`config.mk`:
```
export PLATFORM = sky130hd
export DESIGN_NAME = button_conditioner_flat
export DESIGN_NICKNAME = d
export VERILOG_FILES = /design/src/rtl/button_conditioner_pkg.sv /design/src/rtl/button_conditioner_if.sv /design/src/rtl/button_channel.sv /design/src/rtl/button_conditioner.sv /design/src/flat_wrapper.sv
export SDC_FILE = /design/constraint.sdc
export NUM_CORES = 1
export LEC_CHECK = 0
export ABC_AREA = 1
export CAP_MARGIN = 25
export CORE_AREA = 5 5 151 153
export DETAILED_ROUTE_END_ITERATION = 8
export DIE_AREA = 0 0 156 158
export GPL_TIMING_DRIVEN = 0
export HOLD_SLACK_MARGIN = 0.08
export MAX_ROUTING_LAYER = met4
export PLACE_DENSITY = 0.73
export SETUP_SLACK_MARGIN = 0.4
export SYNTH_ARGS = -nofsm -noshare
export SYNTH_HDL_FRONTEND = slang
export SYNTH_HIERARCHICAL = 1
export SYNTH_SLANG_ARGS = --single-unit
```
`constraint.sdc`:
```
create_clock -name clk -period 1.8 [get_ports clk]
set_clock_uncertainty 0.1 [all_clocks]
set_input_delay 0.36 -clock clk [delete_from_list [all_inputs] [get_ports clk]]
set_output_delay 0.36 -clock clk [all_outputs]
set_load 0.02 [all_outputs]
```
`src/rtl/button_conditioner_pkg.sv`:
```
// Shared definitions for the button conditioner: channel FSM states, channel indices and
// default timing constants.
package button_conditioner_pkg;

  typedef enum logic [2:0] {
    StIdle,
    StWaitPress,
    StHeld,
    StRepeat,
    StWaitRelease
  } btn_state_e;

  localparam int NumCh       = 4;
  localparam int ChArriba    = 0;
  localparam int ChAbajo     = 1;
  localparam int ChIzquierda = 2;
  localparam int ChDerecha   = 3;

  localparam int unsigned DefDebounceCycles = 1_000_000;
  localparam int unsigned DefRepeatDelay    = 50_000_000;
  localparam int unsigned DefRepeatRate     = 15_000_000;

  function automatic int unsigned max3(int unsigned a, int unsigned b, int unsigned c);
    int unsigned m;
    m = (a > b) ? a : b;
    return (m > c) ? m : c;
  endfunction

endpackage

```
`src/rtl/button_conditioner_if.sv`:
```
// Button-side levels and command-side pulses of the button conditioner.
interface button_conditioner_if;
  logic       btn_arriba;
  logic       btn_abajo;
  logic       btn_izquierda;
  logic       btn_derecha;
  logic       habilitar;
  logic       push_arriba;
  logic       push_abajo;
  logic       push_izquierda;
  logic       push_derecha;
  logic [3:0] held;

  modport master (
    output btn_arriba, btn_abajo, btn_izquierda, btn_derecha, habilitar,
    input  push_arriba, push_abajo, push_izquierda, push_derecha, held
  );

  modport slave (
    input  btn_arriba, btn_abajo, btn_izquierda, btn_derecha, habilitar,
    output push_arriba, push_abajo, push_izquierda, push_derecha, held
  );
endinterface

```
`src/rtl/button_channel.sv`:
```
// One button: two-flop synchronizer, debounce/auto-repeat FSM and its shared counter.
// fire_o is a one-cycle strobe decoded from registered state only.
module button_channel
  import button_conditioner_pkg::*;
#(
  parameter int unsigned DEBOUNCE_CYCLES = DefDebounceCycles,
  parameter int unsigned REPEAT_DELAY    = DefRepeatDelay,
  parameter int unsigned REPEAT_RATE     = DefRepeatRate,
  parameter bit          REPEAT_EN       = 1'b1
) (
  input  logic clk,
  input  logic reset,
  input  logic btn_i,
  output logic fire_o,
  output logic held_o
);

  localparam int unsigned CntW = $clog2(max3(DEBOUNCE_CYCLES, REPEAT_DELAY, REPEAT_RATE));
  localparam logic [CntW-1:0] DebLast   = CntW'(DEBOUNCE_CYCLES - 1);
  localparam logic [CntW-1:0] RelLast   = CntW'(DEBOUNCE_CYCLES - 2);
  localparam logic [CntW-1:0] DelayLast = CntW'(REPEAT_DELAY - 1);
  localparam logic [CntW-1:0] RateLast  = CntW'(REPEAT_RATE - 1);

  if (DEBOUNCE_CYCLES < 2 || REPEAT_DELAY < 2 || REPEAT_RATE < 2) begin : g_param_err
    $error("button_channel: timing parameters must be at least 2");
  end

  logic            sync1_q, sync2_q;
  btn_state_e      state_q, state_d;
  logic [CntW-1:0] cnt_q, cnt_d, cnt_inc;

  always_ff @(posedge clk or posedge reset) begin
    if (reset) begin
      sync1_q <= 1'b0;
      sync2_q <= 1'b0;
      state_q <= StIdle;
      cnt_q   <= '0;
    end else begin
      sync1_q <= btn_i;
      sync2_q <= sync1_q;
      state_q <= state_d;
      cnt_q   <= cnt_d;
    end
  end

  assign cnt_inc = (&cnt_q) ? cnt_q : cnt_q + 1'b1;

  // The low sample that leaves HELD/REPEAT counts as the first of the release run.
  always_comb begin
    state_d = state_q;
    cnt_d   = cnt_q;
    fire_o  = 1'b0;
    unique case (state_q)
      StIdle: begin
        if (sync2_q) begin
          state_d = StWaitPress;
          cnt_d   = '0;
        end
      end
      StWaitPress: begin
        if (!sync2_q) begin
          state_d = StIdle;
        end else if (cnt_q >= DebLast) begin
          state_d = StHeld;
          cnt_d   = '0;
          fire_o  = 1'b1;
        end else begin
          cnt_d = cnt_inc;
        end
      end
      StHeld: begin
        if (!sync2_q) begin
          state_d = StWaitRelease;
          cnt_d   = '0;
        end else if (REPEAT_EN && cnt_q >= DelayLast) begin
          state_d = StRepeat;
          cnt_d   = '0;
          fire_o  = 1'b1;
        end else begin
          cnt_d = cnt_inc;
        end
      end
      StRepeat: begin
        if (!sync2_q) begin
          state_d = StWaitRelease;
          cnt_d   = '0;
        end else if (cnt_q >= RateLast) begin
          cnt_d  = '0;
          fire_o = 1'b1;
        end else begin
          cnt_d = cnt_inc;
        end
      end
      StWaitRelease: begin
        if (sync2_q) begin
          state_d = StHeld;
          cnt_d   = '0;
        end else if (cnt_q >= RelLast) begin
          state_d = StIdle;
          cnt_d   = '0;
        end else begin
          cnt_d = cnt_inc;
        end
      end
      default: begin
        state_d = StIdle;
        cnt_d   = '0;
      end
    endcase
  end

  assign held_o = (state_q == StHeld) || (state_q == StRepeat) || (state_q == StWaitRelease);

endmodule

```
`src/rtl/button_conditioner.sv`:
```
// Four debounced button channels with opposing-direction conflict suppression and a global
// enable; command pulses are re-registered so no input reaches an output combinationally.
module button_conditioner
  import button_conditioner_pkg::*;
#(
  parameter int unsigned DEBOUNCE_CYCLES = DefDebounceCycles,
  parameter int unsigned REPEAT_DELAY    = DefRepeatDelay,
  parameter int unsigned REPEAT_RATE     = DefRepeatRate
) (
  input logic                 clk,
  input logic                 reset,
  button_conditioner_if.slave bus
);

  logic [NumCh-1:0] btn_raw, fire, held, push_d, push_q;

  assign btn_raw = {bus.btn_derecha, bus.btn_izquierda, bus.btn_abajo, bus.btn_arriba};

  for (genvar i = 0; i < NumCh; i++) begin : g_ch
    button_channel #(
      .DEBOUNCE_CYCLES(DEBOUNCE_CYCLES),
      .REPEAT_DELAY   (REPEAT_DELAY),
      .REPEAT_RATE    (REPEAT_RATE),
      .REPEAT_EN      (i == ChArriba || i == ChAbajo)
    ) u_channel (
      .clk   (clk),
      .reset (reset),
      .btn_i (btn_raw[i]),
      .fire_o(fire[i]),
      .held_o(held[i])
    );
  end

  // Simultaneous opposing commands cancel each other; dropped pulses are not queued.
  always_comb begin
    push_d = '0;
    push_d[ChArriba]    = bus.habilitar & fire[ChArriba] & ~fire[ChAbajo];
    push_d[ChAbajo]     = bus.habilitar & fire[ChAbajo] & ~fire[ChArriba];
    push_d[ChIzquierda] = bus.habilitar & fire[ChIzquierda] & ~fire[ChDerecha];
    push_d[ChDerecha]   = bus.habilitar & fire[ChDerecha] & ~fire[ChIzquierda];
  end

  always_ff @(posedge clk or posedge reset) begin
    if (reset) begin
      push_q <= '0;
    end else begin
      push_q <= push_d;
    end
  end

  assign bus.push_arriba    = push_q[ChArriba];
  assign bus.push_abajo     = push_q[ChAbajo];
  assign bus.push_izquierda = push_q[ChIzquierda];
  assign bus.push_derecha   = push_q[ChDerecha];
  assign bus.held           = held;

endmodule

```
`src/flat_wrapper.sv`:
```
// flat-port wrapper written by rule: the top's interface ports become plain ports
module button_conditioner_flat import button_conditioner_pkg::*;
#(
  parameter int unsigned DEBOUNCE_CYCLES = DefDebounceCycles,
  parameter int unsigned REPEAT_DELAY    = DefRepeatDelay,
  parameter int unsigned REPEAT_RATE     = DefRepeatRate
)
  (clk, reset, bus_btn_arriba, bus_btn_abajo, bus_btn_izquierda, bus_btn_derecha, bus_habilitar, bus_push_arriba, bus_push_abajo, bus_push_izquierda, bus_push_derecha, bus_held);
  button_conditioner_if bus_i ();
  input logic clk;
  input logic reset;
  input wire logic [$bits(bus_i.btn_arriba)-1:0] bus_btn_arriba;
  input wire logic [$bits(bus_i.btn_abajo)-1:0] bus_btn_abajo;
  input wire logic [$bits(bus_i.btn_izquierda)-1:0] bus_btn_izquierda;
  input wire logic [$bits(bus_i.btn_derecha)-1:0] bus_btn_derecha;
  input wire logic [$bits(bus_i.habilitar)-1:0] bus_habilitar;
  output wire logic [$bits(bus_i.push_arriba)-1:0] bus_push_arriba;
  output wire logic [$bits(bus_i.push_abajo)-1:0] bus_push_abajo;
  output wire logic [$bits(bus_i.push_izquierda)-1:0] bus_push_izquierda;
  output wire logic [$bits(bus_i.push_derecha)-1:0] bus_push_derecha;
  output wire logic [$bits(bus_i.held)-1:0] bus_held;
  assign bus_i.btn_arriba = bus_btn_arriba;
  assign bus_i.btn_abajo = bus_btn_abajo;
  assign bus_i.btn_izquierda = bus_btn_izquierda;
  assign bus_i.btn_derecha = bus_btn_derecha;
  assign bus_i.habilitar = bus_habilitar;
  assign bus_push_arriba = bus_i.push_arriba;
  assign bus_push_abajo = bus_i.push_abajo;
  assign bus_push_izquierda = bus_i.push_izquierda;
  assign bus_push_derecha = bus_i.push_derecha;
  assign bus_held = bus_i.held;
  button_conditioner #(.DEBOUNCE_CYCLES(DEBOUNCE_CYCLES), .REPEAT_DELAY(REPEAT_DELAY), .REPEAT_RATE(REPEAT_RATE)) u_core (.clk(clk), .reset(reset), .bus(bus_i));
endmodule
```
* After elaboration in Yosys (flattened, before gate mapping)
Index checks and enable logic that the tools add are counted.
** Storage, ports and cells
- Register bits :: 128
- Output and inout port bits :: 8
** Operators by class
- Bitwise gates (word level) :: 12
- Multiplexer cells :: 98
- $lt $le $gt $ge :: 14
- Equal/unequal tests :: 38
- $add $sub $neg :: 4
- Reductions and logical operators :: 26
** Operators with widths (number)
- $mux W26 :: 38
- $pmux W26 S5 :: 4
- $ge A26 B20 Y1 const B :: 8
- $add A26 B1 Y26 const B :: 4
- $ge A26 B24 Y1 const B :: 4
- $reduce_and A26 Y1 :: 4
- $mux W3 :: 28
- $ge A26 B26 Y1 const B :: 2
- $ne A3 B3 Y1 const B :: 10
- $pmux W3 S5 :: 2
- $eq A3 B2 Y1 const B :: 8
- $ne A2 B2 Y1 const B :: 12
- $pmux W3 S4 :: 2
- $mux W1 :: 20
- $eq A3 B1 Y1 const B :: 4
- $eq A3 B3 Y1 const B :: 4
- $logic_not A3 Y1 :: 4
- $reduce_and A5 Y1 :: 2
- $and A1 B1 Y1 :: 8
- $logic_or A1 B1 Y1 :: 8
- $reduce_and A2 Y1 :: 4
- $reduce_and A4 Y1 :: 2
- $pmux W1 S3 :: 2
- $not A1 Y1 :: 4
- 2 further kinds :: 4

* Depth between registers and ports, before layout
- Depth after elaboration :: 6
- Mapped depth :: 15
- Gate-level depth less buffers :: 13

* Hierarchy
Netlist, hierarchy kept.
** By module, submodules not included
- button_channel at u_core.g_ch[0].u_channel :: area an instance 2970.3 um2, seq. area each 775.7 um2, cells each 471, instances 1
- button_channel at u_core.g_ch[1].u_channel :: area an instance 2895.3 um2, seq. area each 775.7 um2, cells each 474, instances 1
- button_channel at u_core.g_ch[3].u_channel :: area an instance 2807.7 um2, seq. area each 775.7 um2, cells each 464, instances 1
- button_channel at u_core.g_ch[2].u_channel :: area an instance 2690.1 um2, seq. area each 775.7 um2, cells each 456, instances 1
- button_conditioner :: area an instance 133.9 um2, seq. area each 100.1 um2, cells each 13, instances 1

* Least setup slack after synthesis
No wires, ideal clock.
- Path type :: register -> register
- Start :: register u_core.g_ch[0].u_channel.cnt_q[0]
- End :: register u_core.g_ch[0].u_channel.cnt_q[10]
- Arrival :: 1642 ps
- Path buffers :: 1
- Path slack :: -57 ps
- Period minus slack after synthesis :: 1857 ps
- Library setup time :: 115 ps
- Cell stages (with the launch flop) :: 14
- Cell sequence :: dfrtp_1 ha_1 inv_1 nor2_8 nand3_1 nand2_1 nand2_2 nand3_2 inv_2 nor2_2 nand2_2 buf_6 nand2_2 nand2_2
** Between the ends
- Word-level cells in the longest chain between the ends :: 5
** Ends and longest elaborated chain
- from (decl) :: line button_channel.sv:30 : logic [CntW-1:0] cnt_q, cnt_d, cnt_inc;
- from (signal assigned) :: line button_channel.sv:42 : cnt_q <= cnt_d;
- $add A26 B1 Y26 / $reduce_and A26 Y1 (equally long branches) :: line button_channel.sv:46 : assign cnt_inc = (&cnt_q) ? cnt_q : cnt_q + 1'b1;
- $mux W26 :: line button_channel.sv:46
- $mux W26 (on tied branches) (2 in a row)
- $pmux W26 S5 * :: line button_channel.sv:53 : unique case (state_q)
Mark *: on every way between the ends. The rest lies on a longest branch, timed or not. The select of a mux whose other input is x is not followed.
A chain may end at the register's enable or synchronous reset.

* Worst setup path in the final report
- Start :: register u_core.g_ch[3].u_channel.cnt_q[1]
- End :: register u_core.g_ch[3].u_channel.cnt_q[12]
** Between the ends
- Word-level cells in the longest chain between the ends :: 5
** Ends and longest elaborated chain (line)
- from (decl) :: button_channel.sv:30
- from (signal assigned) :: button_channel.sv:42
- $add A26 B1 Y26 / $reduce_and A26 Y1 (equally long branches) :: button_channel.sv:46
- $mux W26 :: button_channel.sv:46
- $mux W26 (on tied branches) :: button_channel.sv:98, button_channel.sv:63, button_channel.sv:87
- $mux W26 (on tied branches) :: button_channel.sv:95, button_channel.sv:61, button_channel.sv:84
- $pmux W26 S5 * :: button_channel.sv:53
Marks and branches as above.

==> impl_summary.txt <==
----------------------------------------------------
[Yosys]
  Ranking of synthesized cells by instance count ... 666 x sky130_fd_sc_hd__nand2_1, 268 x sky130_fd_sc_hd__nor2_1, 172 x sky130_fd_sc_hd__inv_1
  Count of flip-flops with a built-in enable after synthesis ... 0
  Number of warning messages in the yosys log ... 6
  Main area contributors after synthesis ... sky130_fd_sc_hd__dfrtp_1 28%, sky130_fd_sc_hd__nand2_1 22%, sky130_fd_sc_hd__nor2_1 8.7%
  Area fraction in compound gates after synthesis ... under 10%
  Mean area per synthesized cell ... about 6.1 um^2
  Sequential share of the synthesized area ... 27.9%
  Synth Net Count ... 1893
  Area fraction in and, or, nand and nor cells after synthesis ... 49.2%
  Synth Cell Area ... between 0.01 and 0.015 mm^2
  Fraction of registers with async set or reset after synthesis ... 100%
  Top FF cell, synth ... sky130_fd_sc_hd__dfrtp_1
  Adder-cell share of the synthesized area ... less than 1%
  Most common cell in the netlist ... sky130_fd_sc_hd__nand2_1
  Area share of the leading cell type in the synthesized netlist ... about 28%
  Share of synthesized area spent on multiplexers ... 0%
  Share of the synthesized netlist area taken by xor and xnor gates ... under 10%
  Dominant combinational cell family by area after synthesis ... simple AND/OR/NAND/NOR gates
  Post-synthesis cell type with the largest combined area ... sky130_fd_sc_hd__dfrtp_1
  Cells after synthesis ... 1878
  Count of distinct cell types in the synthesized netlist ... 42
  Register bit count reported by yosys ... 128

[Finish]
  Area grow syn2layout ... 44.4%
  Fraction of final layout cells sized beyond drive strength 1 ... ~41%
  Diodes inserted ... 0
  Final standard cell utilization of the core ... between 70% and 80%
  Total Nets Final ... 2104

[CTS]
  Worst skew pair latency ... between 0.4 and 0.5 ns
  Buffer depth of the longest clock path ... 2
  CTS tree ... yes
  Clock Root Buffer ... sky130_fd_sc_hd__clkbuf_16
  CTS Hold Bufs ... 0
  Total clock buffers created by CTS ... 17
  # H-tree levels ... 4
  Clk pin slew, worst setup/hold paths ... approximately 0.060 ns
  Number of sinks driven by the clock tree ... between 100 and 150

[Floorplanning]
  Starting density of the core ... 53.7%
  Area inside the core boundary ... 0.0214 mm^2
  Num ports ... 15
  Placement Rows ... 54
  Floorplan die height ... 158 um
  Die W ... between 150 and 200 um
  Die outline area ... about 0.025 mm^2

[Timing]
  Final critical-path required period ... between 2 and 2.5 ns
  Final hold vios ... 0
  Setup slack of the critical path after layout ... -0.212 ns
  Total setup violations reported at the end of the flow ... ~110
  FMAX ... about 500 MHz
  Max-slew violation count ... 0
  Period utilisation layout ... 112%
  Unrepaired setup endpoints after global routing ... yes
  Least-Margin Pin Slew ... roughly 0.69 ns
  Worst slew margin ... roughly 54%

[Power and ir drop]
  Pwr per Cell Area ... between 700 and 800 mW/mm^2
  Leakage dissipation ... approximately 7.9 nW
  Worst IR Drop VDD ... a little under 0.0008 V

[GRT]
  Number of global-route vias before repair ... roughly 12000
  All-Layer GR Usage ... slightly above 30%
  Pin count of the biggest net entering global routing ... 19
  Antenna violations before repair ... 0
  Global-route wire length before repair ... 59600 um
  Total grt overflow ... 0

[Detailed routing]
  Routed Wire Length ... around 40000 um
  Initial detailed-routing violation count ... 1277
  Post-detailed-route count of antenna-violating nets ... 0
  Routed WL per cell ... roughly 17 um
  Via count ... ~13000
  Vias per std cell ... roughly 5.6
  First-pass detailed-route iteration total ... 8
  Number of DRC violations after detailed routing ... 0

[Setup path]
  Worst EP arrival ... roughly 2.2 ns
  CP required ... between 2 and 2.5 ns
  Reg-to-reg endpoint ... u_core/g_ch[3].u_channel/cnt_q[12]$_DFFE_PP0P_
  Largest delay share family, worst path ... simple AND/OR/NAND/NOR gates
  Kind of capture point of the worst setup path ... register
  Setup Crit Path Kind ... register to register
  Flop2flop setup slack ... -0.21 ns
  Delay of the slowest cell on the worst path ... around 0.43 ns
  Critical path peak fanout ... 5
  Worst reg2reg path depth ... 12
  Library cell contributing the largest single delay on the critical path ... sky130_fd_sc_hd__dfrtp_2
  Startpoint type of the worst setup path ... register
  Number of buffers and inverters on the critical path ... 2
  Launch point of the worst reg-to-reg path ... u_core/g_ch[3].u_channel/cnt_q[1]$_DFFE_PP0P_
  Worst path cell trace ... buf_6, ha_4, nand3_1, nor2_2, nand3_1, nand2_1, nor2_1, nand2_1, nand3_4, buf_8, nand2_2, nand2_2

[Hold path]
  Start point of the worst min-delay path ... u_core/g_ch[3].u_channel/sync1_q$_DFF_PP0_
  Worst hold endpoint ... u_core/g_ch[3].u_channel/sync2_q$_DFF_PP0_
  Number of cells on the worst hold path ... 0
  Worst hold path class ... register to register

[Placement]
  GP Congestion ... 0.992
  Port Buffers ... 14
  HPWL reported at the end of detailed placement ... around 25000 um
  Minimum setup slack after placement ... -0.441 ns

[Flow run]
  Number of maximum-capacitance constraint violations ... 0

[Outcome]
  Run status ... finished, violations left
  Failing checks ... setup timing

----------------------------------------------------
[kinds of logic (layout without fill, tap and decap cells)]
| family | Yosys count | after routing |
|---|---|---|
| buffers and inverters | 259 | 482 |
| adder cells (fa/ha/maj) | 8 | 8 |
| XOR/XNOR | 50 | 50 |
| AO/OA/AOI/OAI | 158 | 158 |
| AND/OR/NAND/NOR | 1275 | 1276 |
| flip-flops | 128 | 128 |
[layout make-up]
| cell class | count | area, um^2 |
|---|---|---|
| fill | 1473 | 4820 |
| inverter | 195 | 771 |
| clock inverter | 12 | 154 |
| timing repair buffer | 191 | 1920 |
| multi-input combinational | 1492 | 9020 |
| tap | 280 | 350 |
| sequential | 128 | 3280 |
| clock buffer | 20 | 467 |
| buffer | 64 | 631 |
[worst register-to-register path, stage by stage, from the launching register on]
cell,delay [ns]
sky130_fd_sc_hd__dfrtp_2,0.43
sky130_fd_sc_hd__buf_6,0.12
sky130_fd_sc_hd__ha_4,0.13
sky130_fd_sc_hd__nand3_1,0.13
sky130_fd_sc_hd__nor2_2,0.15
sky130_fd_sc_hd__nand3_1,0.10
sky130_fd_sc_hd__nand2_1,0.06
sky130_fd_sc_hd__nor2_1,0.04
sky130_fd_sc_hd__nand2_1,0.14
sky130_fd_sc_hd__nand3_4,0.18
sky130_fd_sc_hd__buf_8,0.20
sky130_fd_sc_hd__nand2_2,0.07
sky130_fd_sc_hd__nand2_2,0.04
[cells in the final DEF, fill, tap and decap left out, types with 10 or more instances in the layout]
cell type,Yosys,final
sky130_fd_sc_hd__a21oi_1,56,28
sky130_fd_sc_hd__a21oi_2,11,29
sky130_fd_sc_hd__a21oi_4,1,11
sky130_fd_sc_hd__a31oi_1,21,16
sky130_fd_sc_hd__buf_4,10,138
sky130_fd_sc_hd__buf_6,20,54
sky130_fd_sc_hd__buf_8,0,10
sky130_fd_sc_hd__clkbuf_16,0,24
sky130_fd_sc_hd__dfrtp_1,128,63
sky130_fd_sc_hd__dfrtp_2,0,65
sky130_fd_sc_hd__inv_1,172,133
sky130_fd_sc_hd__inv_2,21,47
sky130_fd_sc_hd__inv_4,0,12
sky130_fd_sc_hd__nand2_1,666,527
sky130_fd_sc_hd__nand2_2,56,134
sky130_fd_sc_hd__nand2_4,5,61
sky130_fd_sc_hd__nand3_1,144,112
sky130_fd_sc_hd__nand3_2,7,28
sky130_fd_sc_hd__nand3_4,1,12
sky130_fd_sc_hd__nand4_1,52,52
sky130_fd_sc_hd__nor2_1,268,183
sky130_fd_sc_hd__nor2_2,34,56
sky130_fd_sc_hd__nor2_4,18,81
sky130_fd_sc_hd__nor3_1,14,11
sky130_fd_sc_hd__o21ai_0,41,33
sky130_fd_sc_hd__o21ai_1,19,14
sky130_fd_sc_hd__o21ai_2,2,13
sky130_fd_sc_hd__xnor2_1,12,12
sky130_fd_sc_hd__xor2_1,38,35
[state kept, by name (all words and copies together), names as in the netlist]
name,count
u_core/g_ch.u_channel/state_q,12
u_core/g_ch.u_channel/cnt_q,104
u_core/push_q,4
u_core/g_ch.u_channel/sync1_q,4
u_core/g_ch.u_channel/sync2_q,4
[metrics by stage]
stage / cells / power (mW) / hold slack, ns / setup TNS (ns) / area [um^2]
6_report: 2382 / 13.3 / 0.248 / -13.37 / 16600
5_1_grt: 2382 / 13.8 / 0.257 / -22.43 / 16600
4_1_cts: 2313 / 11.7 / 0.217 / -5.44 / 14700
3_5_place_dp: 2176 / 6.90 / 0.235 / -31.56 / 12200
3_3_place_gp: 2172 / 6.82 / 0.234 / -71.87 / 12100
2_1_floorplan: 1878 / 5.90 / 0.0261 / 0 / 11600
[worst max path at each step]
stage	cells past startpoint	slack, ns	start	end
after floorplan	13	0.001	u_core/g_ch[3].u_channel/cnt_q[1]$_DFFE_PP0P_	u_core/g_ch[3].u_channel/cnt_q[19]$_DFFE_PP0P_
final	12	-0.21	u_core/g_ch[3].u_channel/cnt_q[1]$_DFFE_PP0P_	u_core/g_ch[3].u_channel/cnt_q[12]$_DFFE_PP0P_
after global placement	11	-0.43	u_core/g_ch[3].u_channel/cnt_q[1]$_DFFE_PP0P_	u_core/push_q[3]$_DFF_PP0_
after CTS	11	-0.10	u_core/g_ch[1].u_channel/cnt_q[0]$_DFFE_PP0P_	u_core/g_ch[1].u_channel/cnt_q[6]$_DFFE_PP0P_
after detailed placement	11	-0.44	u_core/g_ch[3].u_channel/cnt_q[1]$_DFFE_PP0P_	u_core/push_q[3]$_DFF_PP0_
after global routing	10	-0.30	u_core/g_ch[1].u_channel/cnt_q[17]$_DFFE_PP0P_	u_core/g_ch[1].u_channel/cnt_q[6]$_DFFE_PP0P_
[per-layer routing]
layer / GRT usage [%] / wire [um] / up-vias
li1: - / - / 6351
met1: 39.7 / 16900 / 6395
met2: 49.8 / 19200 / 591
met3: 3.85 / 2500 / 112
met4: 9.21 / 1290 / 0
met5: - / 0 / -
[power by group]
part	internal [mW]	total (mW)	switching, mW
registers	3.08	3.35	0.275
clock network	2.30	3.76	1.46
logic	2.46	6.17	3.71
total	7.84	13.3	5.44
[what timing repair did]
item | 4_1_cts | 5_1_grt
setup endpoints to repair | 128 | 146
resized for setup | 354 | 347
pin swaps | 73 | 143
cloned | 5 | 8
buffers inserted | 100 | 61
(Power assumes the default switching activity.)
